File: src/rtl/k_and_s_pkg.sv
// Shared types and sizing constants for the K&S processor memory responder.
package k_and_s_pkg;

    localparam int MEM_DEPTH = 32;
    localparam int ADDR_W    = 5;
    localparam int DATA_W    = 16;
    localparam int CNT_W     = 3;

    typedef enum logic [1:0] {
        IDLE = 2'd0,
        WAIT = 2'd1,
        RESP = 2'd2
    } state_t;

    typedef logic [ADDR_W-1:0] addr_t;
    typedef logic [DATA_W-1:0] data_t;

endpackage

File: src/rtl/ks_mem_responder_if.sv
// Processor request/acknowledge bus plus the program-loader write port.
interface ks_mem_responder_if;
    import k_and_s_pkg::*;

    logic  ram_req;
    logic  ram_we;
    addr_t ram_addr;
    data_t ram_wdata;
    data_t ram_rdata;
    logic  ram_ack;
    logic  ld_valid;
    addr_t ld_addr;
    data_t ld_data;
    logic  ld_ready;

    modport master (
        output ram_req, ram_we, ram_addr, ram_wdata, ld_valid, ld_addr, ld_data,
        input  ram_rdata, ram_ack, ld_ready
    );

    modport slave (
        input  ram_req, ram_we, ram_addr, ram_wdata, ld_valid, ld_addr, ld_data,
        output ram_rdata, ram_ack, ld_ready
    );

endinterface

File: src/rtl/ks_mem_array.sv
// 32 x 16 storage with one synchronous write port and one registered read port.
module ks_mem_array
    import k_and_s_pkg::*;
(
    input  logic  clk,
    input  logic  rst,
    input  logic  we,
    input  addr_t waddr,
    input  data_t wdata,
    input  logic  re,
    input  addr_t raddr,
    output data_t rdata
);

    data_t mem_r [MEM_DEPTH];
    data_t rdata_r;

    // storage words, all cleared by reset
    always_ff @(posedge clk or posedge rst) begin
        if (rst) begin
            for (int i = 0; i < MEM_DEPTH; i++) begin
                mem_r[i] <= {DATA_W{1'b0}};
            end
        end else if (we) begin
            mem_r[waddr] <= wdata;
        end
    end

    // read register only moves on a read strobe, otherwise holds
    always_ff @(posedge clk or posedge rst) begin
        if (rst) begin
            rdata_r <= {DATA_W{1'b0}};
        end else if (re) begin
            rdata_r <= mem_r[raddr];
        end
    end

    assign rdata = rdata_r;

endmodule

File: src/rtl/ks_mem_responder.sv
// Memory responder: serialises processor accesses with programmable wait states
// and lets the program loader write only when the processor is not asking.
module ks_mem_responder
    import k_and_s_pkg::*;
#(
    parameter int WAIT_STATES = 1
)
(
    input  logic              clk,
    input  logic              rst,
    ks_mem_responder_if.slave bus
);

    localparam logic [CNT_W-1:0] WAIT_INIT = CNT_W'(WAIT_STATES);
    localparam logic             NO_WAIT   = (WAIT_STATES == 0);

    state_t           state_r;
    logic [CNT_W-1:0] cnt_r;
    logic             ack_r;
    logic             cap_we_r;
    addr_t            cap_addr_r;
    data_t            cap_wdata_r;

    logic  go_resp_s;
    logic  cmt_we_s;
    addr_t cmt_addr_s;
    data_t cmt_wdata_s;
    logic  ld_ready_s;
    logic  mem_we_s;
    logic  mem_re_s;
    addr_t mem_waddr_s;
    data_t mem_wdata_s;
    data_t rdata_s;

    // with no wait states the commit uses the live bus, otherwise the captured copy
    always_comb begin
        go_resp_s   = 1'b0;
        cmt_we_s    = cap_we_r;
        cmt_addr_s  = cap_addr_r;
        cmt_wdata_s = cap_wdata_r;
        case (state_r)
            IDLE: begin
                go_resp_s   = bus.ram_req && NO_WAIT;
                cmt_we_s    = bus.ram_we;
                cmt_addr_s  = bus.ram_addr;
                cmt_wdata_s = bus.ram_wdata;
            end
            WAIT:    go_resp_s = (cnt_r == 3'd1);
            RESP:    go_resp_s = 1'b0;
            default: go_resp_s = 1'b0;
        endcase
    end

    assign ld_ready_s = (state_r == IDLE) && !bus.ram_req && !rst;

    // single write port shared by processor commit and loader (never both at once)
    always_comb begin
        mem_re_s = go_resp_s && !cmt_we_s;
        if (go_resp_s) begin
            mem_we_s    = cmt_we_s;
            mem_waddr_s = cmt_addr_s;
            mem_wdata_s = cmt_wdata_s;
        end else begin
            mem_we_s    = ld_ready_s && bus.ld_valid;
            mem_waddr_s = bus.ld_addr;
            mem_wdata_s = bus.ld_data;
        end
    end

    // request FSM: capture, wait-state countdown, one-cycle acknowledge
    always_ff @(posedge clk or posedge rst) begin
        if (rst) begin
            state_r     <= IDLE;
            cnt_r       <= {CNT_W{1'b0}};
            ack_r       <= 1'b0;
            cap_we_r    <= 1'b0;
            cap_addr_r  <= {ADDR_W{1'b0}};
            cap_wdata_r <= {DATA_W{1'b0}};
        end else begin
            ack_r <= go_resp_s;
            case (state_r)
                IDLE: begin
                    if (bus.ram_req) begin
                        cap_we_r    <= bus.ram_we;
                        cap_addr_r  <= bus.ram_addr;
                        cap_wdata_r <= bus.ram_wdata;
                        cnt_r       <= WAIT_INIT;
                        state_r     <= NO_WAIT ? RESP : WAIT;
                    end
                end
                WAIT: begin
                    cnt_r <= cnt_r - 3'd1;
                    if (go_resp_s) begin
                        state_r <= RESP;
                    end
                end
                RESP: begin
                    state_r <= IDLE;
                end
                default: begin
                    state_r <= IDLE;
                    cnt_r   <= {CNT_W{1'b0}};
                end
            endcase
        end
    end

    ks_mem_array u_array (
        .clk   (clk),
        .rst   (rst),
        .we    (mem_we_s),
        .waddr (mem_waddr_s),
        .wdata (mem_wdata_s),
        .re    (mem_re_s),
        .raddr (cmt_addr_s),
        .rdata (rdata_s)
    );

    assign bus.ram_ack   = ack_r;
    assign bus.ram_rdata = rdata_s;
    assign bus.ld_ready  = ld_ready_s;

endmodule
File: src/flat_wrapper.sv
// flat-port wrapper written by rule: the top's interface ports become plain ports
module ks_mem_responder_flat import k_and_s_pkg::*;
#(
    parameter int WAIT_STATES = 1
)
  (clk, rst, bus_ram_req, bus_ram_we, bus_ram_addr, bus_ram_wdata, bus_ld_valid, bus_ld_addr, bus_ld_data, bus_ram_rdata, bus_ram_ack, bus_ld_ready);
  ks_mem_responder_if bus_i ();
  input  logic clk;
  input  logic rst;
  input wire logic [$bits(bus_i.ram_req)-1:0] bus_ram_req;
  input wire logic [$bits(bus_i.ram_we)-1:0] bus_ram_we;
  input wire logic [$bits(bus_i.ram_addr)-1:0] bus_ram_addr;
  input wire logic [$bits(bus_i.ram_wdata)-1:0] bus_ram_wdata;
  input wire logic [$bits(bus_i.ld_valid)-1:0] bus_ld_valid;
  input wire logic [$bits(bus_i.ld_addr)-1:0] bus_ld_addr;
  input wire logic [$bits(bus_i.ld_data)-1:0] bus_ld_data;
  output wire logic [$bits(bus_i.ram_rdata)-1:0] bus_ram_rdata;
  output wire logic [$bits(bus_i.ram_ack)-1:0] bus_ram_ack;
  output wire logic [$bits(bus_i.ld_ready)-1:0] bus_ld_ready;
  assign bus_i.ram_req = bus_ram_req;
  assign bus_i.ram_we = bus_ram_we;
  assign bus_i.ram_addr = bus_ram_addr;
  assign bus_i.ram_wdata = bus_ram_wdata;
  assign bus_i.ld_valid = bus_ld_valid;
  assign bus_i.ld_addr = bus_ld_addr;
  assign bus_i.ld_data = bus_ld_data;
  assign bus_ram_rdata = bus_i.ram_rdata;
  assign bus_ram_ack = bus_i.ram_ack;
  assign bus_ld_ready = bus_i.ld_ready;
  ks_mem_responder #(.WAIT_STATES(WAIT_STATES)) u_core (.clk(clk), .rst(rst), .bus(bus_i));
endmodule
File: config.mk
export PLATFORM = sky130hd
export DESIGN_NAME = ks_mem_responder_flat
export DESIGN_NICKNAME = d
export VERILOG_FILES = /design/src/rtl/k_and_s_pkg.sv /design/src/rtl/ks_mem_responder_if.sv /design/src/rtl/ks_mem_array.sv /design/src/rtl/ks_mem_responder.sv /design/src/flat_wrapper.sv
export SDC_FILE = /design/constraint.sdc
export NUM_CORES = 1
export LEC_CHECK = 0
export BUFFER_PORTS_ARGS = -buffer_cell sky130_fd_sc_hd__buf_4
export CORE_MARGIN = 4
export CORE_UTILIZATION = 60
export CTS_CLUSTER_SIZE = 10
export DETAILED_ROUTE_END_ITERATION = 16
export GPL_ROUTABILITY_DRIVEN = 0
export PLACE_DENSITY_LB_ADDON = 0.1
export REMOVE_ABC_BUFFERS = 1
export SLEW_MARGIN = 30
export SYNTH_ARGS = -nofsm -noshare
export SYNTH_HDL_FRONTEND = slang
export SYNTH_SLANG_ARGS = --single-unit
File: constraint.sdc
create_clock -name clk -period 20.4 [get_ports clk]
set_input_delay 2.04 -clock clk [delete_from_list [all_inputs] [get_ports clk]]
set_output_delay 2.04 -clock clk [all_outputs]
set_load 0.01 [all_outputs]
After elaboration in Yosys (flattened, before gate mapping)
Cells that the tools add are included.
{"block": "word_totals", "wordCells": 81, "memories": 0, "regBits": 556, "mem_bits_ro": 0, "latch_bits": 0, "ramBits": 0, "input_bits": 47}
{"block": "classes", "n_shift": 0, "bitwise": 3, "order_cmp": 3, "n_eq_ne": 5, "reduce_logical": 12, "n_div": 0, "multipliers": 0, "mux": 18, "add_sub_neg": 1}
{"cell": "512-bit bitwise mux", "count": 1}
{"cell": "16-bit binary-select mux with 5-bit select", "count": 1}
{"cell": "16-bit demux with 5-bit select", "count": 1}
{"cell": "16-bit 2-to-1 mux", "count": 5}
{"cell": "6-bit greater-or-equal comparator, second input constant", "count": 2}
{"cell": "5-bit NOT with 6-bit output", "count": 2}
{"cell": "5-bit 2-to-1 mux", "count": 2}
{"cell": "3-bit one-hot mux with 3 select lines", "count": 1}
{"cell": "6-bit by 1-bit less-than comparator with 1-bit output, second input constant", "count": 1}
{"cell": "2-bit AND reduction", "count": 3}
{"cell": "1-bit logical AND", "count": 5}
{"cell": "2-bit 2-to-1 mux", "count": 2}
{"cell": "2-bit one-hot mux with 2 select lines", "count": 1}
{"cell": "3-bit by 1-bit == test with 1-bit output, second input constant", "count": 1}
{"cell": "1-bit zero test", "count": 3}
{"cell": "1-bit 2-to-1 mux", "count": 3}
{"cell": "3-bit 2-to-1 mux", "count": 1}
{"cell": "3-bit by 1-bit subtractor with 3-bit output, second input constant", "count": 1}
{"cell": "2-bit by 1-bit == test with 1-bit output, second input constant", "count": 1}
{"cell": "2-bit == test, second input constant", "count": 1}
{"cell": "2-bit zero test", "count": 1}
{"cell": "2-bit by 1-bit != test with 1-bit output, second input constant", "count": 1}
{"cell": "2-bit != test, second input constant", "count": 1}
{"cell": "1-bit NOT", "count": 1}

Depth between registers and ports, before layout
Gate-level depths: netlist of the first run.
{"block": "depth", "ltp_word": 9, "depth_mapped": 12}

Hierarchy
From an unflattened synthesis of the first run, not the netlist that was laid out.
{"block": "unflattened", "hier_cells": 1834, "area_unflattened_um2": 25948.6}
{"module": "ks_mem_array", "area_each_um2": 24493.5, "cells_each": 1731, "n_inst": 1}
{"module": "ks_mem_responder", "area_each_um2": 1455.1, "cells_each": 103, "n_inst": 1}

Worst setup path after synthesis of the first run
OpenSTA, ideal clock, no wires.
{"block": "synth_path", "path_kind": "input-to-reg", "start": "in rst", "end": "reg u_core.u_array.mem_r[192] (netlist name)", "t_arrival_ns": 16.561, "cell_stages": 7, "n_path_buf": 1, "setup_time_ns": 0.127, "path_slack_ns": 3.712, "path_cell_list": "inv_1 -> and3_4 -> nand2_4 -> o32ai_4 -> nand2_4 -> buf_6 -> mux2_1"}
{"block": "synth_via", "elab_chain_cells": 4}
{"item": "start: declaration", "line": "flat_wrapper.sv:9", "text": "input logic rst;"}
{"item": "1-bit zero test", "line": "ks_mem_responder.sv:54", "text": "assign ld_ready_s = (state_r == IDLE) && !bus.ram_req && !rst;"}
{"item": "1-bit logical AND", "line": "ks_mem_responder.sv:54"}
{"item": "1-bit logical AND", "line": "ks_mem_responder.sv:64", "text": "mem_we_s = ld_ready_s && bus.ld_valid;"}
{"item": "1-bit 2-to-1 mux", "line": "ks_mem_responder.sv:59", "text": "if (go_resp_s) begin"}
{"item": "end signal: indexed assignment", "line": "ks_mem_array.sv:22", "text": "mem_r[i] <= {DATA_W{1'b0}};"}
{"item": "end signal: indexed assignment", "line": "ks_mem_array.sv:25", "text": "mem_r[waddr] <= wdata;"}
{"item": "end: declaration", "line": "ks_mem_array.sv:15", "text": "data_t mem_r [MEM_DEPTH];"}
No other way between the ends.
A chain may end at the register's enable or synchronous reset.

Final worst setup path of the first run
{"block": "layout_path", "start": "in bus_ram_addr[0]", "end": "reg u_core.u_array.rdata_r[6] (netlist: u_core.u_array.rdata[6])"}
{"block": "layout_via", "elab_chain_cells": 5}
{"item": "start: declaration", "line": "flat_wrapper.sv:12", "text": "input wire logic [$bits(bus_i.ram_addr)-1:0] bus_ram_addr;"}
{"item": "5-bit 2-to-1 mux", "line": "ks_mem_responder.sv:41", "text": "case (state_r)"}
{"item": "5-bit NOT with 6-bit output (not written as such)", "line": "ks_mem_array.sv:34", "text": "rdata_r <= mem_r[raddr];"}
{"item": "16-bit binary-select mux with 5-bit select", "line": "ks_mem_array.sv:34"}
{"item": "16-bit 2-to-1 mux (not written as such) (2 in series)", "line": "ks_mem_array.sv:34"}
{"item": "end signal: assignment", "line": "ks_mem_array.sv:32", "text": "rdata_r <= {DATA_W{1'b0}};"}
{"item": "end signal: assignment", "line": "ks_mem_array.sv:34"}
{"item": "end: declaration", "line": "ks_mem_array.sv:16", "text": "data_t rdata_r;"}
No other way between the ends. The select of a mux whose other input is x is not followed.

==> impl_metrics.env, run 1 <==
export IMPL_status="completed"
export IMPL_die_area_um2=47760
export IMPL_clkSinkCount=556
export IMPL_synth_edf_count=0
export IMPL_clk_pin_slew_worst_paths_ns=0.05
export IMPL_port_buffer_count=64
export IMPL_peakVddDrop_mv=0.1279
export IMPL_start_util=0.6120
export IMPL_leakagePower_nw=14.28
export IMPL_ys_top_cells_by_area="dfrtp_1 (52%), mux2_2 (21%), mux2i_1 (6.0%)"
export IMPL_ctsResizeCount=0
export IMPL_final_hold_violation_count=0
export IMPL_ys_top_cells_by_count="dfrtp_1 (556), mux2_2 (490), mux2i_1 (160)"
export IMPL_die_x_um=218.5
export IMPL_p_sw_mw=1.814
export IMPL_startpoint="bus_ram_addr[0]"
export IMPL_grt_max_degree=125
export IMPL_vias_per_cell=6.634
export IMPL_clock_path_buffers=3
export IMPL_clkPwrFrac=0.224
export IMPL_cp_end_kind="flop"
export IMPL_path_common_cell="buf_4"
export IMPL_drive_above_1_share=0.3691
export IMPL_finalSetupViolCount=0
export IMPL_post_cts_buffers=0
export IMPL_startpoint_type="input pin"
export IMPL_die_h_um=218.5
export IMPL_hp_class="reg2reg"
export IMPL_clock_latency_ns=0.58
export IMPL_multiInputGateArea_um2=11840
export IMPL_hold_start="u_core.u_array.mem_r[481]"
export IMPL_finClkSkew_ns=0.02096
export IMPL_rows=76
export IMPL_drv_slew=0
export IMPL_rsz0062_at_grt="no"
export IMPL_ios=65
export IMPL_cts_hold_buf=0
export IMPL_path_cells="buf_4 -> or3b_2 -> buf_4 -> nand2_2 -> buf_4 -> a211oi_1 -> a2111oi_1 -> a211oi_1 -> a311oi_1"
export IMPL_period_minus_slack_ns=5.225
export IMPL_track_usage=0.3048
export IMPL_post_synth_top_area_fraction=0.5231
export IMPL_synth_async_reset_ratio=1.000
export IMPL_cts_buffers=66
export IMPL_root_buffer="clkbuf_16"
export IMPL_syn_inst=2054
export IMPL_vias=17550
export IMPL_wl_per_cell_um=27.16
export IMPL_placedCellCount=2563
export IMPL_arrival_ns=5.70
export IMPL_nFillCells=3178
export IMPL_fin_cells=2645
export IMPL_nets=2097
export IMPL_cp_max_fo=80
export IMPL_synth_distinct_cells=71
export IMPL_antenna_found_initial=2
export IMPL_final_core_util=0.6726
export IMPL_htreeDepth=3
export IMPL_seq_area_frac_synth=0.5231
export IMPL_yosysMostFrequentCell="dfrtp_1"
export IMPL_cts_tree="yes"
export IMPL_drt_pass1_iter_count=5
export IMPL_comb_power_share=0.405
export IMPL_crit_required_ns=20.88
export IMPL_finalCritPeriodShare=0.2561
export IMPL_syn_avg_cell_area_um2=12.95
export IMPL_syn_area_um2=26600
export IMPL_drv_cap=0
export IMPL_cpPeakStageDelay_ns=0.85
export IMPL_grt_pass1_wl_mm=110.4
export IMPL_fmax_mhz=191.4
export IMPL_seq_area_um2=13910
export IMPL_worst_pin_slew_ns=1.012
export IMPL_finalWirelength_mm=71.85
export IMPL_yosys_warnings=0
export IMPL_yosysTopAreaCell="dfrtp_1"
export IMPL_ant_nets=0
export IMPL_drt_iter0_drc=1735
export IMPL_p_per_area_nw_per_um2=159.4
export IMPL_core_area_um2=43460
export IMPL_dp_hpwl_mm=42.18
export IMPL_area_delta_synth_final_pct=9.902
export IMPL_r2r_start="u_core.state_r[0]"
export IMPL_final_setup_tns_ns=0
export IMPL_p_total_mw=4.659
export IMPL_drc_errors=0
export IMPL_grt_overflow=0
export IMPL_crit_slowest_cell="a2111oi_1"
export IMPL_crit_type="in2reg"
export IMPL_synth_seq_cells=556
export IMPL_synthFlopType="dfrtp_1"
export IMPL_grt_pass1_vias=17910
export IMPL_p_int_mw=2.845
export IMPL_seqPwrFrac=0.371
export IMPL_swShare=0.3894
export IMPL_slew_headroom=0.3250
[layer usage]
layer	vias up	wire, um	track usage	share of wire
li1	7561	-	-	-
met4	2	1639	0.07858	0.023
met2	638	32750	0.4704	0.46
met1	9233	31140	0.4315	0.43
met3	113	6308	0.08509	0.088
met5	-	13	0	0.00018
[critical path: cells and delay by family]
family                 cells  cell delay (ns)
AO/OA/AOI/OAI              4             1.45
AND/OR/NAND/NOR            2             1.16
buffers and inverters      3             0.96
[state kept, by name, indices dropped and copies added (netlist names)]
register and cells:
u_core.u_array.mem_r 512, u_core.u_array.rdata 16, u_core.cap_wdata_r 16, u_core.bus.ram_ack 1
u_core.cap_addr_r 5, u_core.cnt_r 3, u_core.cap_we_r 1, u_core.state_r 2
[cells by family (layout without fill, tap and decap cells)]
group,after synthesis,in the layout,synth area share
buf+inv,192,197,0.03594
mux,699,699,0.2897
simple gates,265,265,0.05551
xor+xnor,1,1,0.0003294
fa+ha+maj,2,2,0.0009407
other cells,0,1,0
compound gates,339,339,0.09446
flops,556,556,0.5231
[layout make-up]
cell class | count | share of cell area
Clock inverter | 3 | 0.0007277
Multi-Input combinational cell | 1306 | 0.4049
Timing Repair Buffer | 109 | 0.02988
Tap cell | 585 | 0.02504
Clock buffer | 76 | 0.06177
Inverter | 9 | 0.001584
Sequential cell | 556 | 0.4760
Antenna cell | 1 | 0.00008561
[placed cells by master, fill, tap and decap left out, types with 7 or more instances in the layout]
cell,n
mux2_1,46
o221ai_1,42
and3_1,34
a221oi_1,23
nand3_1,38
a2111oi_0,10
dfrtp_1,556
buf_4,103
a21o_1,11
nand2_2,30
a211oi_1,62
o21ai_0,49
nand2_1,78
inv_1,7
or3_1,12
nor2_1,22
mux2i_1,159
mux2_2,490
o22ai_1,9
a21oi_1,71
o21a_1,16
clkbuf_16,71
nand2_4,10
[final timing paths]
path	cells after the start	end	slack [ns]
min in group asynchronous	2	u_core.u_array.mem_r[421]	1.57
worst max register to register	7	u_core.u_array.mem_r[35]	15.79
worst min-delay path	1	u_core.u_array.mem_r[481]	0.49
max in group asynchronous	4	u_core.u_array.mem_r[367]	16.75
worst max-delay path	9	u_core.u_array.rdata[6]	15.17
worst min register to register	1	u_core.u_array.mem_r[481]	0.49
[power by group through the flow]
stage / registers, mW / logic [mW] / clock network, mW
after floorplan: 1.67 / 1.26 / 0
after global placement: 1.71 / 1.80 / 0
after detailed placement: 1.74 / 1.85 / 0
after CTS: 1.72 / 1.86 / 1.06
after global routing: 1.77 / 2.01 / 1.10
final: 1.73 / 1.89 / 1.04
[stage by stage]
| stage | area [um2] | hold WS, ns | setup slack [ns] |
|---|---|---|---|
| detailed placement | 27350 | 0.4743 | 14.46 |
| global placement | 27290 | 0.4669 | 14.51 |
| global route | 29230 | 0.4984 | 15.11 |
| finish | 29230 | 0.4850 | 15.17 |
| floorplan | 25670 | 0.4498 | 2.725 |
| CTS | 29180 | 0.4866 | 15.07 |
No activity file was read; power rests on OpenSTA's default activity.
==> run 2, diff against run 1 <==
--- a/config.mk
+++ b/config.mk
@@ -5,9 +5,10 @@
 export SDC_FILE = /design/constraint.sdc
 export NUM_CORES = 1
 export LEC_CHECK = 0
+export ABC_AREA = 1
 export BUFFER_PORTS_ARGS = -buffer_cell sky130_fd_sc_hd__buf_4
 export CORE_MARGIN = 4
-export CORE_UTILIZATION = 60
+export CORE_UTILIZATION = 57
 export CTS_CLUSTER_SIZE = 10
 export DETAILED_ROUTE_END_ITERATION = 16
 export GPL_ROUTABILITY_DRIVEN = 0
==> constraint.sdc (replaced) <==
create_clock -name clk -period 4.61 [get_ports clk]
set_input_delay 0.461 -clock clk [delete_from_list [all_inputs] [get_ports clk]]
set_output_delay 0.461 -clock clk [all_outputs]
set_load 0.01 [all_outputs]
==> run 2 against run 1 <==
Compared with the run above: the flow now finishes with violations (negative hold slack); setup slack lost 14 ns; total power grew to 5.3 times the previous value; via count grew 33%.
==> impl_metrics.env, run 2 <==
export IMPL_ios=65
export IMPL_cp_max_fo=88
export IMPL_path_cells="nor2_2 -> buf_4 -> nand2_2 -> nand2_8 -> buf_4 -> nand2_1 -> nand3_1 -> nand3_1 -> nand3_1 -> nand3_1 -> nand3_1 -> nand2_1"
export IMPL_leakagePower_nw=14.87
export IMPL_reg2reg_to="u_core.u_array.rdata[14]"
export IMPL_synth_edf_count=0
export IMPL_multiInputGateArea_um2=10920
export IMPL_grt_max_degree=129
export IMPL_clk_pin_slew_worst_paths_ns=0.05
export IMPL_place_area_um2=28520
export IMPL_die_h_um=230.5
export IMPL_status="complete, but fails checks"
export IMPL_syn_inst=3596
export IMPL_port_buffer_count=64
export IMPL_track_usage=0.3051
export IMPL_clock_latency_ns=0.59
export IMPL_synth_distinct_cells=31
export IMPL_hp_class="in2async"
export IMPL_final_hold_violation_count=4
export IMPL_htreeDepth=3
export IMPL_root_buffer="clkbuf_16"
export IMPL_crit_slowest_cell="nand2_8"
export IMPL_met2RoutedLength_mm=36.29
export IMPL_dr_wl_met3_mm=5.548
export IMPL_final_cell_mix="nand2_1 (1054), nand3_1 (578), dfrtp_1 (556)"
export IMPL_drv_slew=0
export IMPL_grt_overflow=0
export IMPL_ant_nets=0
export IMPL_grt_pass1_wl_mm=128.1
export IMPL_ctsResizeCount=0
export IMPL_nFillCells=4352
export IMPL_post_synth_top_area_fraction=0.4929
export IMPL_slew_headroom=0.3231
export IMPL_top_layer="met4"
export IMPL_cp_end_kind="flop"
export IMPL_syn_avg_cell_area_um2=7.850
export IMPL_dp_hpwl_mm=45.42
export IMPL_ys_top_cells_by_count="nand2_1 (1058), nand3_1 (578), dfrtp_1 (556)"
export IMPL_die_area_um2=53150
export IMPL_start_util=0.5767
export IMPL_holdWs_ns=-0.02086
export IMPL_seq_area_um2=13910
export IMPL_design_area_um2=30410
export IMPL_finalWirelength_mm=80.04
export IMPL_worst_pin_slew_ns=1.015
export IMPL_post_cts_buffers=0
export IMPL_diodes=0
export IMPL_drt_iter0_drc=2554
export IMPL_antenna_found_initial=0
export IMPL_yosys_warnings=0
export IMPL_wl_per_cell_um=19.15
export IMPL_finalSetupViolCount=0
export IMPL_cts_buffers=67
export IMPL_final_setup_tns_ns=0
export IMPL_nets=3546
export IMPL_drt_pass1_iter_count=8
export IMPL_path_common_cell="nand3_1"
export IMPL_vias_per_cell=5.594
export IMPL_r2r_slack_ns=1.0
export IMPL_peakVddDrop_mv=0.7229
export IMPL_area_delta_synth_final_pct=7.726
export IMPL_crit_required_ns=5.08
export IMPL_crit_type="reg2reg"
export IMPL_drc_errors=0
export IMPL_seq_area_frac_synth=0.4929
export IMPL_violations="negative hold slack"
export IMPL_die_x_um=230.5
export IMPL_arrival_ns=4.08
export IMPL_clkSinkCount=556
export IMPL_r2r_start="u_core.state_r[1]"
export IMPL_rows=81
export IMPL_fmax_mhz=276.7
export IMPL_ff2ff_path_depth=12
export IMPL_rsz0062_at_grt="no"
export IMPL_period_minus_slack_ns=3.615
export IMPL_yosysMostFrequentCell="nand2_1"
export IMPL_clock_path_buffers=3
export IMPL_vias=23380
export IMPL_synthFlopType="dfrtp_1"
export IMPL_m1WireLength_mm=34.68
export IMPL_synth_seq_cells=556
export IMPL_drive_above_1_share=0.1123
export IMPL_finalCritPeriodShare=0.7841
export IMPL_ys_top_cells_by_area="dfrtp_1 (49%), nand2_1 (14%), nand3_1 (10%)"
export IMPL_core_area_um2=48950
export IMPL_final_common_cell="nand2_1"
export IMPL_syn_area_um2=28230
export IMPL_cpPeakStageDelay_ns=0.66
export IMPL_yosysTopAreaCell="dfrtp_1"
export IMPL_synth_async_reset_ratio=1.000
export IMPL_cts_hold_buf=0
export IMPL_cts_tree="yes"
export IMPL_drv_cap=0
export IMPL_largest_register="u_core.u_array.mem_r"
export IMPL_finClkSkew_ns=0.01714
export IMPL_grt_pass1_vias=23050
export IMPL_p_per_area_nw_per_um2=814.4
export IMPL_startpoint_type="flop"
export IMPL_largest_register_ff_count=512
-- run 2: changes by cell type after synthesis, sizes merged, moves of 163 or more --
| cell | change |
|---|---|
| mux2 | -519 |
| o21ai | +476 |
| inv | +511 |
| mux2i | -163 |
| nand3 | +539 |
| nand2 | +982 |
-- run 2: area by class of cell --
type,count,area share
clock buffer,86,0.06118
sequential,556,0.4575
multi-input combinational,2252,0.3592
tap,664,0.02732
inverter,520,0.06497
clock inverter,2,0.0005760
timing repair buffer,100,0.02921
-- run 2: stage by stage --
stage	instances	hold slack [ns]	util	setup slack, ns	total power [mW]
6_report	4180	-0.02086	0.6212	0.9954	24.77
5_1_grt	4180	0.04097	0.6212	0.7215	26.50
4_1_cts	4180	0.07728	0.6211	1.015	24.67
3_5_place_dp	4092	0.4675	0.5827	1.027	19.85
3_3_place_gp	4092	0.4641	0.5826	1.097	19.54
2_1_floorplan	3328	0.4550	-	-11.40	15.93
-- run 2: worst max-delay path by stage --
stage,endpoint,start,depth (start not counted)
floorplan,u_core.bus.ram_ack,rst,1
global placement,u_core.u_array.rdata[14],u_core.state_r[1],12
detailed placement,u_core.u_array.rdata[4],u_core.state_r[1],12
CTS,u_core.u_array.rdata[4],u_core.state_r[1],12
global route,u_core.u_array.rdata[4],u_core.state_r[1],12
finish,u_core.u_array.rdata[14],u_core.state_r[1],12
-- run 2: cell families (layout without fill, tap and decap cells) --
logic type,Yosys count,count (layout),share of synthesized area
compound gates,532,532,0.1114
simple gates,1700,1700,0.2655
fa+ha+maj,2,2,0.0008863
mux,17,17,0.006781
buf+inv,788,708,0.1222
xor+xnor,1,1,0.0003103
flops,556,556,0.4929
-- run 2: worst max-delay path: cells and delay by family, from the launching register on --
family,cells,cell delay (ns)
flops,1,0.43
simple gates,10,2.15
buf+inv,2,0.78
-- run 2: routing by layer --
metal / global-route usage / vias to the layer above
met5: 0 / -
met4: 0.1359 / 0
met3: 0.04615 / 168
met2: 0.4790 / 913
met1: 0.4243 / 11210
li1: - / 11090
-- run 2: report_power, final --
group | switching [mW] | total [mW] | internal [mW]
logic | 8.56 | 12.2 | 3.68
registers | 1.05 | 7.78 | 6.73
clock network | 1.97 | 4.75 | 2.79
total | 11.6 | 24.8 | 13.2
==> run 3, diff against run 2 <==
==> constraint.sdc (replaced) <==
create_clock -name clk -period 3.11 [get_ports clk]
set_input_delay 0.311 -clock clk [delete_from_list [all_inputs] [get_ports clk]]
set_output_delay 0.311 -clock clk [all_outputs]
set_load 0.01 [all_outputs]
==> run 3 against run 2 <==
Compared with the run above: the run now ends clean; largest power group unchanged; total power up 50%; maximum frequency up 27%; clock power up 45%.
==> impl_metrics.env, run 3 (synthesis results as in run 2) <==
export IMPL_pre_cts_slack_ns=0.1872
export IMPL_grt_max_degree=101
export IMPL_wl_per_cell_um=19.19
export IMPL_finClkSkew_ns=0.01985
export IMPL_clock_path_buffers=3
export IMPL_drc_errors=0
export IMPL_largest_register="u_core.u_array.mem_r"
export IMPL_finalWirelength_mm=81.10
export IMPL_clk_pin_slew_worst_paths_ns=0.06
export IMPL_rsz0062_at_grt="no"
export IMPL_final_setup_tns_ns=0
export IMPL_die_h_um=230.5
export IMPL_arrival_ns=3.29
export IMPL_cts_tree="yes"
export IMPL_startpoint_type="flop"
export IMPL_core_area_um2=48950
export IMPL_worst_pin_slew_ns=0.6948
export IMPL_nets=3599
export IMPL_ant_nets=0
export IMPL_p_per_area_nw_per_um2=1198
export IMPL_root_buffer="clkbuf_16"
export IMPL_final_hold_violation_count=0
export IMPL_cp_end_kind="flop"
export IMPL_die_x_um=230.5
export IMPL_cts_buffers=66
export IMPL_port_buffer_count=64
export IMPL_drive_above_1_share=0.1198
export IMPL_period_minus_slack_ns=2.846
export IMPL_fin_cells=4227
export IMPL_slew_headroom=0.5352
export IMPL_final_cell_mix="nand2_1 (1054), nand3_1 (578), dfrtp_1 (556)"
export IMPL_die_area_um2=53150
export IMPL_clock_latency_ns=0.59
export IMPL_cp_max_fo=32
export IMPL_crit_required_ns=3.55
export IMPL_htreeDepth=3
export IMPL_drt_iter0_drc=2851
export IMPL_diodes=0
export IMPL_fmax_mhz=351.4
export IMPL_antenna_found_initial=0
export IMPL_crit_type="reg2reg"
export IMPL_rows=81
export IMPL_dp_hpwl_mm=47.75
export IMPL_finalCritPeriodShare=0.9151
export IMPL_finalSetupViolCount=0
export IMPL_status="completed"
export IMPL_start_util=0.5767
export IMPL_drt_pass1_iter_count=6
export IMPL_placedCellCount=4127
export IMPL_vias_per_cell=5.560
export IMPL_largest_register_ff_count=512
export IMPL_area_delta_synth_final_pct=9.649
export IMPL_grt_pass1_wl_mm=129.4
export IMPL_hp_class="in2reg"
export IMPL_grt_pass1_vias=22940
export IMPL_vias=23500
export IMPL_clkSinkCount=556
export IMPL_final_common_cell="nand2_1"
export IMPL_grt_overflow=0
export IMPL_post_cts_buffers=0
export IMPL_leakagePower_nw=15.14
export IMPL_track_usage=0.3092
export IMPL_ios=65
export IMPL_drv_slew=0
export IMPL_worst_slack_ns=0.2640
export IMPL_nFillCells=4284
export IMPL_drv_cap=0
export IMPL_peakVddDrop_mv=0.9942
==> run 3: what timing repair did <==
action                                 in CTS  in global routing
endpoints found under the hold margin      91                  0
gates resized for setup                     0                  1
hold buffers                               19                  0
setup endpoints to repair                   0                  1
==> run 3: area by class of cell <==
class / count / area (um2) / share of cell area
Sequential cell: 556 / 13910 / 0.4495
Multi-Input combinational cell: 2252 / 10930 / 0.3531
Inverter: 520 / 1967 / 0.06355
Clock buffer: 79 / 1804 / 0.05829
Timing Repair Buffer: 154 / 1491 / 0.04818
Tap cell: 664 / 830.8 / 0.02684
Clock inverter: 2 / 17.52 / 0.0005659
==> run 3: path summary, 6_finish.rpt <==
| check | cells after the start | slack [ns] | from | endpoint |
|---|---|---|---|---|
| worst min-delay path | 3 | 0.04 | bus_ram_addr[4] | u_core.cap_addr_r[4] |
| worst max register to register | 10 | 0.26 | u_core.state_r[0] | u_core.u_array.mem_r[175] |
| min in group asynchronous | 3 | 0.40 | rst | u_core.cap_wdata_r[8] |
| worst max-delay path | 10 | 0.26 | u_core.state_r[0] | u_core.u_array.mem_r[175] |
| worst min register to register | 2 | 0.48 | u_core.u_array.mem_r[343] | u_core.u_array.mem_r[343] |
| max in group asynchronous | 4 | 1.70 | rst | u_core.u_array.mem_r[409] |
==> run 3: power breakdown <==
part / switching [mW] / leakage (nW) / internal, mW / total, mW
registers: 1.55 / 7.43 / 9.97 / 11.5
clock network: 2.86 / 0.895 / 4.03 / 6.88
logic: 12.8 / 6.82 / 5.90 / 18.7
==> run 3: through the flow <==
step	power [mW]	area, um2	hold WS (ns)	util
2_1_floorplan	22.52	26740	0.4550	-
3_3_place_gp	29.53	28930	0.4625	0.5911
3_5_place_dp	30.00	28940	0.4677	0.5911
4_1_cts	37.01	30950	0.01538	0.6322
5_1_grt	39.68	30950	0.07643	0.6323
6_report	37.09	30950	0.04261	0.6323
==> run 3: critical path: stages (launching register included) <==
cell and delay, ns:
dfrtp_1 0.42, inv_2 0.12, nand2_1 0.20, nor3_1 0.29, nand2_1 0.13, a21oi_2 0.23, nand2_2 0.15, nor2_4 0.35
nand2_2 0.48, nand2_1 0.21, o21ai_1 0.10
==> run 3: metal layers <==
layer / global-route usage / vias up / wire length, um
met5: 0 / - / 0
met4: 0.1378 / 0 / 3522
met3: 0.04109 / 165 / 5814
met2: 0.4926 / 932 / 37310
met1: 0.4273 / 11210 / 34450
li1: - / 11200 / -
